==> src/rtl/avalon_enforcer_pkg.sv <==
// ============================================================================
// Module      : avalon_enforcer_pkg
// Description : State encoding and width helpers shared by the enforcer RTL.
// Revision    : 1.0  initial release
// ============================================================================
`default_nettype none

package avalon_enforcer_pkg;

  typedef enum logic [1:0] {
    IDLE      = 2'd0,
    IN_PACKET = 2'd1,
    DROP      = 2'd2
  } enforcer_state_t;

  // Empty field needs at least one bit even for single-byte beats.
  function automatic int empty_width(input int bytes);
    int w;
    w = $clog2(bytes);
    return (w < 1) ? 1 : w;
  endfunction

  function automatic int filler_empty(input int bytes);
    return bytes - 1;
  endfunction

endpackage

`default_nettype wire

==> src/rtl/avalon_st_if.sv <==
// ============================================================================
// Module      : avalon_st_if
// Description : Avalon-ST bundle with packet framing (sop/eop/empty).
// Revision    : 1.0  initial release
// ============================================================================
`default_nettype none

interface avalon_st_if #(
  parameter int DATA_WIDTH_IN_BYTES = 8
) ();

  localparam int EMPTY_WIDTH = avalon_enforcer_pkg::empty_width(DATA_WIDTH_IN_BYTES);

  logic [8*DATA_WIDTH_IN_BYTES-1:0] data;
  logic                             valid;
  logic                             ready;
  logic                             sop;
  logic                             eop;
  logic [EMPTY_WIDTH-1:0]           empty;

  modport master (output data, valid, sop, eop, empty, input ready);
  modport slave  (input data, valid, sop, eop, empty, output ready);

endinterface

`default_nettype wire

==> src/rtl/sat_counter.sv <==
// ============================================================================
// Module      : sat_counter
// Description : Up-counter that sticks at all-ones.
// Revision    : 1.0  initial release
// ============================================================================
`default_nettype none

module sat_counter #(
  parameter int WIDTH = 16
) (
  input  logic             clk,
  input  logic             rst,
  input  logic             inc,
  output logic [WIDTH-1:0] count
);

  always_ff @(posedge clk or posedge rst) begin
    if (rst) begin
      count <= '0;
    end else if (inc && (count != {WIDTH{1'b1}})) begin
      count <= count + WIDTH'(1);
    end
  end

endmodule

`default_nettype wire

==> src/rtl/avalon_packet_enforcer.sv <==
// ============================================================================
// Module      : avalon_packet_enforcer
// Description : Repairs Avalon-ST framing violations in flight (drop, close,
//               truncate) and flags each one. AVALON_ENFORCER_STATS_EN adds
//               saturating error counters; otherwise the counters read 0.
// Revision    : 1.0  initial release
// ============================================================================
`default_nettype none

module avalon_packet_enforcer
  import avalon_enforcer_pkg::*;
#(
  parameter int DATA_WIDTH_IN_BYTES = 8,
  parameter int MAX_PACKET_BEATS    = 256,
  parameter int COUNTER_WIDTH       = 16
) (
  input  logic                     clk,
  input  logic                     rst,
  avalon_st_if.slave               untrusted_msg,
  avalon_st_if.master              enforced_msg,
  output logic                     missing_sop_error,
  output logic                     double_sop_error,
  output logic                     length_error,
  output logic [COUNTER_WIDTH-1:0] missing_sop_count,
  output logic [COUNTER_WIDTH-1:0] double_sop_count,
  output logic [COUNTER_WIDTH-1:0] length_error_count
);

  localparam int DW    = 8 * DATA_WIDTH_IN_BYTES;
  localparam int EW    = empty_width(DATA_WIDTH_IN_BYTES);
  localparam int CNT_W = (MAX_PACKET_BEATS < 2) ? 1 : $clog2(MAX_PACKET_BEATS + 1);
  localparam logic [EW-1:0]  FILLER_EMPTY = EW'(filler_empty(DATA_WIDTH_IN_BYTES));
  localparam logic [CNT_W:0] MAX_CNT      = (CNT_W + 1)'(MAX_PACKET_BEATS);

  enforcer_state_t  r_state, w_state_next;
  logic [CNT_W-1:0] r_beat_cnt, w_beat_cnt_next;
  logic [CNT_W:0]   w_cnt_inc;
  logic             w_valid, w_sop, w_eop, w_ready;
  logic [DW-1:0]    w_data;
  logic [EW-1:0]    w_empty;

  always_ff @(posedge clk or posedge rst) begin
    if (rst) begin
      r_state    <= IDLE;
      r_beat_cnt <= '0;
    end else begin
      r_state    <= w_state_next;
      r_beat_cnt <= w_beat_cnt_next;
    end
  end

  always_comb begin
    w_state_next      = r_state;
    w_beat_cnt_next   = r_beat_cnt;
    w_cnt_inc         = {1'b0, r_beat_cnt} + (CNT_W + 1)'(1);
    w_valid           = 1'b0;
    w_sop             = 1'b0;
    w_eop             = 1'b0;
    w_data            = '0;
    w_empty           = '0;
    w_ready           = enforced_msg.ready;
    missing_sop_error = 1'b0;
    double_sop_error  = 1'b0;
    length_error      = 1'b0;

    if (untrusted_msg.valid) begin
      if (r_state == IN_PACKET && untrusted_msg.sop) begin
        // Close the open packet first; the new sop waits at the input.
        w_ready = 1'b0;
        w_valid = 1'b1;
        w_eop   = 1'b1;
        w_empty = FILLER_EMPTY;
        if (enforced_msg.ready) begin
          double_sop_error = 1'b1;
          w_state_next     = IDLE;
        end
      end else if (r_state == IN_PACKET || untrusted_msg.sop) begin
        w_valid = 1'b1;
        w_sop   = untrusted_msg.sop;
        w_eop   = untrusted_msg.eop;
        w_data  = untrusted_msg.data;
        w_empty = untrusted_msg.eop ? untrusted_msg.empty : '0;
        if (untrusted_msg.sop) begin
          if (untrusted_msg.eop) begin
            if (enforced_msg.ready) w_state_next = IDLE;
          end else if (MAX_PACKET_BEATS == 1) begin
            w_eop   = 1'b1;
            w_empty = '0;
            if (enforced_msg.ready) begin
              length_error = 1'b1;
              w_state_next = DROP;
            end
          end else if (enforced_msg.ready) begin
            w_beat_cnt_next = CNT_W'(1);
            w_state_next    = IN_PACKET;
          end
        end else begin
          if (enforced_msg.ready) w_beat_cnt_next = w_cnt_inc[CNT_W-1:0];
          if (untrusted_msg.eop) begin
            if (enforced_msg.ready) w_state_next = IDLE;
          end else if (MAX_PACKET_BEATS != 0 && w_cnt_inc == MAX_CNT) begin
            w_eop   = 1'b1;
            w_empty = '0;
            if (enforced_msg.ready) begin
              length_error = 1'b1;
              w_state_next = DROP;
            end
          end
        end
      end else begin
        // Non-sop beat outside a packet: swallow it regardless of the sink.
        w_ready = 1'b1;
        if (r_state == IDLE) begin
          missing_sop_error = 1'b1;
        end else if (untrusted_msg.eop) begin
          w_state_next = IDLE;
        end
      end
    end
  end

  assign untrusted_msg.ready = w_ready;
  assign enforced_msg.valid  = w_valid;
  assign enforced_msg.sop    = w_sop;
  assign enforced_msg.eop    = w_eop;
  assign enforced_msg.data   = w_data;
  assign enforced_msg.empty  = w_empty;

`ifdef AVALON_ENFORCER_STATS_EN
  sat_counter #(.WIDTH(COUNTER_WIDTH)) u_missing_sop_cnt (
    .clk(clk), .rst(rst), .inc(missing_sop_error), .count(missing_sop_count)
  );
  sat_counter #(.WIDTH(COUNTER_WIDTH)) u_double_sop_cnt (
    .clk(clk), .rst(rst), .inc(double_sop_error), .count(double_sop_count)
  );
  sat_counter #(.WIDTH(COUNTER_WIDTH)) u_length_err_cnt (
    .clk(clk), .rst(rst), .inc(length_error), .count(length_error_count)
  );
`else
  assign missing_sop_count  = '0;
  assign double_sop_count   = '0;
  assign length_error_count = '0;
`endif

endmodule

`default_nettype wire

==> src/flat_wrapper.sv <==
// flat-port wrapper written by rule: the top's interface ports become plain ports
module avalon_packet_enforcer_flat import avalon_enforcer_pkg::*;
#(
  parameter int DATA_WIDTH_IN_BYTES = 8,
  parameter int MAX_PACKET_BEATS    = 256,
  parameter int COUNTER_WIDTH       = 16
)
  (clk, rst, missing_sop_error, double_sop_error, length_error, missing_sop_count, double_sop_count, length_error_count, untrusted_msg_data, untrusted_msg_valid, untrusted_msg_sop, untrusted_msg_eop, untrusted_msg_empty, untrusted_msg_ready, enforced_msg_data, enforced_msg_valid, enforced_msg_sop, enforced_msg_eop, enforced_msg_empty, enforced_msg_ready);
  avalon_st_if #(.DATA_WIDTH_IN_BYTES(DATA_WIDTH_IN_BYTES)) untrusted_msg_i ();
  avalon_st_if #(.DATA_WIDTH_IN_BYTES(DATA_WIDTH_IN_BYTES)) enforced_msg_i ();
  input  logic clk;
  input  logic rst;
  output logic missing_sop_error;
  output logic double_sop_error;
  output logic length_error;
  output logic [COUNTER_WIDTH-1:0] missing_sop_count;
  output logic [COUNTER_WIDTH-1:0] double_sop_count;
  output logic [COUNTER_WIDTH-1:0] length_error_count;
  input wire logic [$bits(untrusted_msg_i.data)-1:0] untrusted_msg_data;
  input wire logic [$bits(untrusted_msg_i.valid)-1:0] untrusted_msg_valid;
  input wire logic [$bits(untrusted_msg_i.sop)-1:0] untrusted_msg_sop;
  input wire logic [$bits(untrusted_msg_i.eop)-1:0] untrusted_msg_eop;
  input wire logic [$bits(untrusted_msg_i.empty)-1:0] untrusted_msg_empty;
  output wire logic [$bits(untrusted_msg_i.ready)-1:0] untrusted_msg_ready;
  output wire logic [$bits(enforced_msg_i.data)-1:0] enforced_msg_data;
  output wire logic [$bits(enforced_msg_i.valid)-1:0] enforced_msg_valid;
  output wire logic [$bits(enforced_msg_i.sop)-1:0] enforced_msg_sop;
  output wire logic [$bits(enforced_msg_i.eop)-1:0] enforced_msg_eop;
  output wire logic [$bits(enforced_msg_i.empty)-1:0] enforced_msg_empty;
  input wire logic [$bits(enforced_msg_i.ready)-1:0] enforced_msg_ready;
  assign untrusted_msg_i.data = untrusted_msg_data;
  assign untrusted_msg_i.valid = untrusted_msg_valid;
  assign untrusted_msg_i.sop = untrusted_msg_sop;
  assign untrusted_msg_i.eop = untrusted_msg_eop;
  assign untrusted_msg_i.empty = untrusted_msg_empty;
  assign untrusted_msg_ready = untrusted_msg_i.ready;
  assign enforced_msg_data = enforced_msg_i.data;
  assign enforced_msg_valid = enforced_msg_i.valid;
  assign enforced_msg_sop = enforced_msg_i.sop;
  assign enforced_msg_eop = enforced_msg_i.eop;
  assign enforced_msg_empty = enforced_msg_i.empty;
  assign enforced_msg_i.ready = enforced_msg_ready;
  avalon_packet_enforcer #(.DATA_WIDTH_IN_BYTES(DATA_WIDTH_IN_BYTES), .MAX_PACKET_BEATS(MAX_PACKET_BEATS), .COUNTER_WIDTH(COUNTER_WIDTH)) u_core (.clk(clk), .rst(rst), .untrusted_msg(untrusted_msg_i), .enforced_msg(enforced_msg_i), .missing_sop_error(missing_sop_error), .double_sop_error(double_sop_error), .length_error(length_error), .missing_sop_count(missing_sop_count), .double_sop_count(double_sop_count), .length_error_count(length_error_count));
endmodule
==> config.mk <==
export PLATFORM = sky130hd
export DESIGN_NAME = avalon_packet_enforcer_flat
export DESIGN_NICKNAME = d
export VERILOG_FILES = /design/src/rtl/avalon_enforcer_pkg.sv /design/src/rtl/avalon_st_if.sv /design/src/rtl/sat_counter.sv /design/src/rtl/avalon_packet_enforcer.sv /design/src/flat_wrapper.sv
export SDC_FILE = /design/constraint.sdc
export NUM_CORES = 1
export LEC_CHECK = 0
export CORE_MARGIN = 4
export CORE_UTILIZATION = 31
export CTS_CLUSTER_SIZE = 30
export DETAILED_ROUTE_END_ITERATION = 10
export PLACE_DENSITY = 0.87
export SYNTH_ARGS = -nofsm -noshare
export SYNTH_HDL_FRONTEND = slang
export SYNTH_SLANG_ARGS = --single-unit
==> constraint.sdc <==
create_clock -name clk -period 6.08 [get_ports clk]
set_input_delay 0.608 -clock clk [delete_from_list [all_inputs] [get_ports clk]]
set_output_delay 0.608 -clock clk [all_outputs]
set_load 0.05 [all_outputs]
# Yosys cells after proc, flatten, opt, wreduce, memory -nomap -nowiden
# Cells that the tools add are included.
# totals
regBits	11
out_inout_bits	122
# classes
addsub	1
n_eq_ne	4
muxes	53
bitwise_logic	1
n_reduce_logical	10
# op_table
op	count
two-way mux 64 bit	3
two-way mux 9 bit	4
two-way mux 1 bit	28
two-way mux 2 bit	11
two-way mux 3 bit	7
adder 9 x 1 -> 10 bit (second input constant)	1
equality test 10 x 9 -> 1 bit (second input constant)	1
AND reduction 6 bit	1
nonzero test 3 bit	2
AND reduction 5 bit	1
nonzero test 2 bit	2
nonzero test 4 bit	1
inequality test 3 x 1 -> 1 bit (second input constant)	1
equality test 2 x 1 -> 1 bit (second input constant)	1
logical NOT 2 bit	1
inequality test 2 bit (second input constant)	1
logical AND 1 bit	1
logical OR 1 bit	1
NOT 1 bit	1

# Depth between registers and ports, before layout
# depth
word_depth	8
depth_mapped	7

# Least setup slack after synthesis
# No wires, ideal clock.
# synth_timing
path_type	register -> output
from	register u_core.r_beat_cnt[0]
to	output enforced_msg_eop
t_arrival_ps	2678
required_time_ps	5472
setup_slack_ps	2794
path_stages_with_launch	8
path_buffers	1
cell_sequence	dfrtp_1 -> ha_1 -> and3_1 -> buf_6 -> nor3_1 -> o221a_2 -> nand2_1 -> a211oi_1
# synth_between
elab_chain_cells	8
# synth_rtl
item	line_no	source
from (decl)	avalon_packet_enforcer.sv:36	logic [CNT_W-1:0] r_beat_cnt, w_beat_cnt_next;
from (signal assigned)	avalon_packet_enforcer.sv:48	r_beat_cnt <= w_beat_cnt_next;
adder 9 x 1 -> 10 bit	avalon_packet_enforcer.sv:55	w_cnt_inc = {1'b0, r_beat_cnt} + (CNT_W + 1)'(1);
equality test 10 x 9 -> 1 bit	avalon_packet_enforcer.sv:101	end else if (MAX_PACKET_BEATS != 0 && w_cnt_inc == MAX_CNT) begin
two-way mux 1 bit	avalon_packet_enforcer.sv:101	
two-way mux 1 bit	avalon_packet_enforcer.sv:99	if (untrusted_msg.eop) begin
two-way mux 1 bit	avalon_packet_enforcer.sv:83	if (untrusted_msg.sop) begin
two-way mux 1 bit	avalon_packet_enforcer.sv:77	end else if (r_state == IN_PACKET || untrusted_msg.sop) begin
two-way mux 1 bit	avalon_packet_enforcer.sv:67	if (r_state == IN_PACKET && untrusted_msg.sop) begin
two-way mux 1 bit	avalon_packet_enforcer.sv:66	if (untrusted_msg.valid) begin
to (decl)	flat_wrapper.sv:28	output wire logic [$bits(enforced_msg_i.eop)-1:0] enforced_msg_eop;
# No other way between the ends.

# Worst setup path in the final report
# layout_timing
from	input untrusted_msg_sop
to	output enforced_msg_data[30]
# layout_between
elab_chain_cells	4
elab_cells_between_ends	5
# layout_rtl
item	line_no	source
from (decl)	flat_wrapper.sv:21	input wire logic [$bits(untrusted_msg_i.sop)-1:0] untrusted_msg_sop;
logical OR 1 bit	avalon_packet_enforcer.sv:77	
two-way mux 64 bit	avalon_packet_enforcer.sv:77	
two-way mux 64 bit *	avalon_packet_enforcer.sv:67	
two-way mux 64 bit *	avalon_packet_enforcer.sv:66	
to (decl)	flat_wrapper.sv:25	output wire logic [$bits(enforced_msg_i.data)-1:0] enforced_msg_data;
# Every way passes the cells marked *; elsewhere a longest branch is shown, timed or not.

==> flow_summary.toml <==
[synthesis]
yosys.area.top_type = "and3_1"
synth.area.top_cells = "and3_1, buf_4, dfrtp_1, clkbuf_1, o21ai_0"
synth_async_sr_flop_share_pct = 100
syn_area_um2 = 1830
yosys-top-cells-count = "and3_1, buf_4, clkbuf_1, nand2_1, dfrtp_1"
syn_area_per_cell_um2 = 7.19
synth_most_common_cell = "and3_1"
ys_ff_latch = 11
synth_cell_types = 46
synth_top_area_share_pct = 23.0
yosys_most_used_dff = "dfrtp_1"
ys_seq_area_share_pct = 15.1
ys_warn_count = 0
synth_edf_count = 0
synth_cells = 254

[clocking]
clock-sinks = 11
cts_buffers = 3
clk_latency_ns = 0.24
postCtsSetupRepairBufs = 0
clockRootBuffer = "clkbuf_8"
cts_tree = "done"
cts_resized = 0
h-tree-depth = 1
clockBufferDepth = 2
clkTransAtPathRegs_ns = 0.05
holdBufCountCts = 0

[critical_path]
max_stage_delay_ns = 0.84
cp_num_buf_inv = 4
crit_fanout = 55
regToRegSetupSlack_ns = 3.83
crit_arrival_ns = 3.37
worst_path_most_repeated_cell = "clkdlybuf4s50_1"
cp-start-kind = "input port"
critPathKind = "input port to output port"
reg2reg_depth = 6
crit_cells = 6
slowest_stage = "clkdlybuf4s50_1"
cp.required_ns = 5.47
end_kind = "output port"
worstPathCellList = "clkdlybuf4s50_1 -> inv_2 -> xnor2_2 -> buf_4 -> and3_1 -> clkdlybuf4s50_1"
crit_family = "buffers and inverters"

[placement]
port-buffer-count = 146
gp_congestion = 0.920
dp_hpwl_um = 6220

[layout]
syn_to_final_growth_pct = 73.1
nets = 459
nFillCells = 519
diodes = 0
final_util_pct = 56.4
drive_gt1_share_pct = 3.13

[route]
wl_per_cell_um = 16.9
post-route-drc-count = 0
wl_um = 7680
ant_nets = 0
drt_iter0_markers = 114
via_per_inst = 4.84
vias = 2204
dr.pass1.iters = 4

[grt]
grt_overflow_total = 0
grt_pass1_vias = 1885
track_usage_pct = 19.5
grt_pass1_wl_um = 11200
grt_max_degree = 80
antenna_found_initial = 0

[hold_path]
whs_path_depth = 1
hold_class = "register to register"

[flow_run]
cap_violations = 0

[die]
coreArea_um2 = 5610
dieArea_um2 = 7180
rows = 27
io_pins = 195
die_h_um = 84.7
start_util_pct = 32.6
die_w_um = 84.7

[power]
ir_drop_mv = 0.135
p_leak_uw = 0.00146
power_density_nw_per_um2 = 242

[sta]
finalSetupTns_ns = 0
hold_violations = 0
slew_violations = 0
setup_violations = 0
rsz0062_at_grt = "false"
relSlewSlack_pct = 33.8
fmax_ghz = 0.251
period_share_pct = 65.5
finalClockSkew_ns = 0.000196
period_needed_ns = 3.98
fin_hold_ws_ns = 0.528
worstMarginPinSlew_ns = 0.993

[outcome]
status = "finished, final reports clean"
[state kept, by name (all words and copies together), names as in the netlist]
register / count
u_core.r_state: 2
u_core.r_beat_cnt: 9
[cells in the final DEF (no fill, tap or decap), types with 4 or more instances in the layout]
cell type          n
o21ai_1            5
nor2_1             7
nor2b_1            4
o31ai_1            5
clkdlybuf4s50_1  145
dfrtp_1           11
nor3_1             5
nand2_1           13
o21ai_0           10
nand3_1            4
conb_1            48
nand4_1            4
maj3_1             4
and3_1            67
a21oi_1            6
[final timing paths]
kind,startpoint,to
max,untrusted_msg_sop,enforced_msg_data[30]
min,u_core.r_beat_cnt[8],u_core.r_beat_cnt[8]
max reg2reg,u_core.r_beat_cnt[0],u_core.r_state[1]
min reg2reg,u_core.r_beat_cnt[8],u_core.r_beat_cnt[8]
max in group asynchronous,rst,u_core.r_beat_cnt[7]
min in group asynchronous,rst,u_core.r_beat_cnt[8]
[cells by family (layout without fill, tap and decap cells)]
family,after synthesis,in the layout,share of synthesized area (%)
buf+inv,73,155,25.4
other cells,1,48,0.205
flops,11,11,15.1
compound gates,39,39,14.0
fa+ha+maj,6,6,3.56
simple gates,122,122,40.9
xor+xnor,2,2,0.960
[per-stage QoR]
stage / worst slack, ns / instances / instance area, um^2 / power [uW]
finish: 2.10 / 455 / 3160 / 765
global route: 1.98 / 455 / 3160 / 801
CTS: 2.15 / 455 / 3160 / 765
detailed placement: 2.15 / 451 / 3120 / 689
global placement: 2.25 / 451 / 3120 / 684
floorplan: 2.79 / 301 / 2000 / 522
[worst reg2reg max path, stage by stage, from the launching register on]
cell and delay (ns):
dfrtp_1 0.50, ha_1 0.29, and3_1 0.32, and4b_1 0.27
o221ai_2 0.13, or4b_1 0.54, o211ai_1 0.11
[where the power goes]
part	total (uW)	internal [uW]	switching (uW)
logic	586	189	396
clock network	74.6	46.1	28.5
registers	104	83.2	21.1
total	765	319	446
[layout make-up]
type,count,area [um^2],area share (%)
repair buffers,147,1460,46.3
multi-input cells,217,1270,40.2
flip-flops and latches,11,275,8.71
well taps,72,90.1,2.85
clock buffers,4,45.0,1.43
inverters,4,15.0,0.475
[layer usage]
layer	GRT usage (%)	share of wire (%)	up-vias
met3	7.56	10	4
met4	2.59	0.38	0
met2	34.0	50	114
met1	23.3	39	1007
li1	-	-	1079
met5	0	0	-
(Power assumes the default switching activity.)
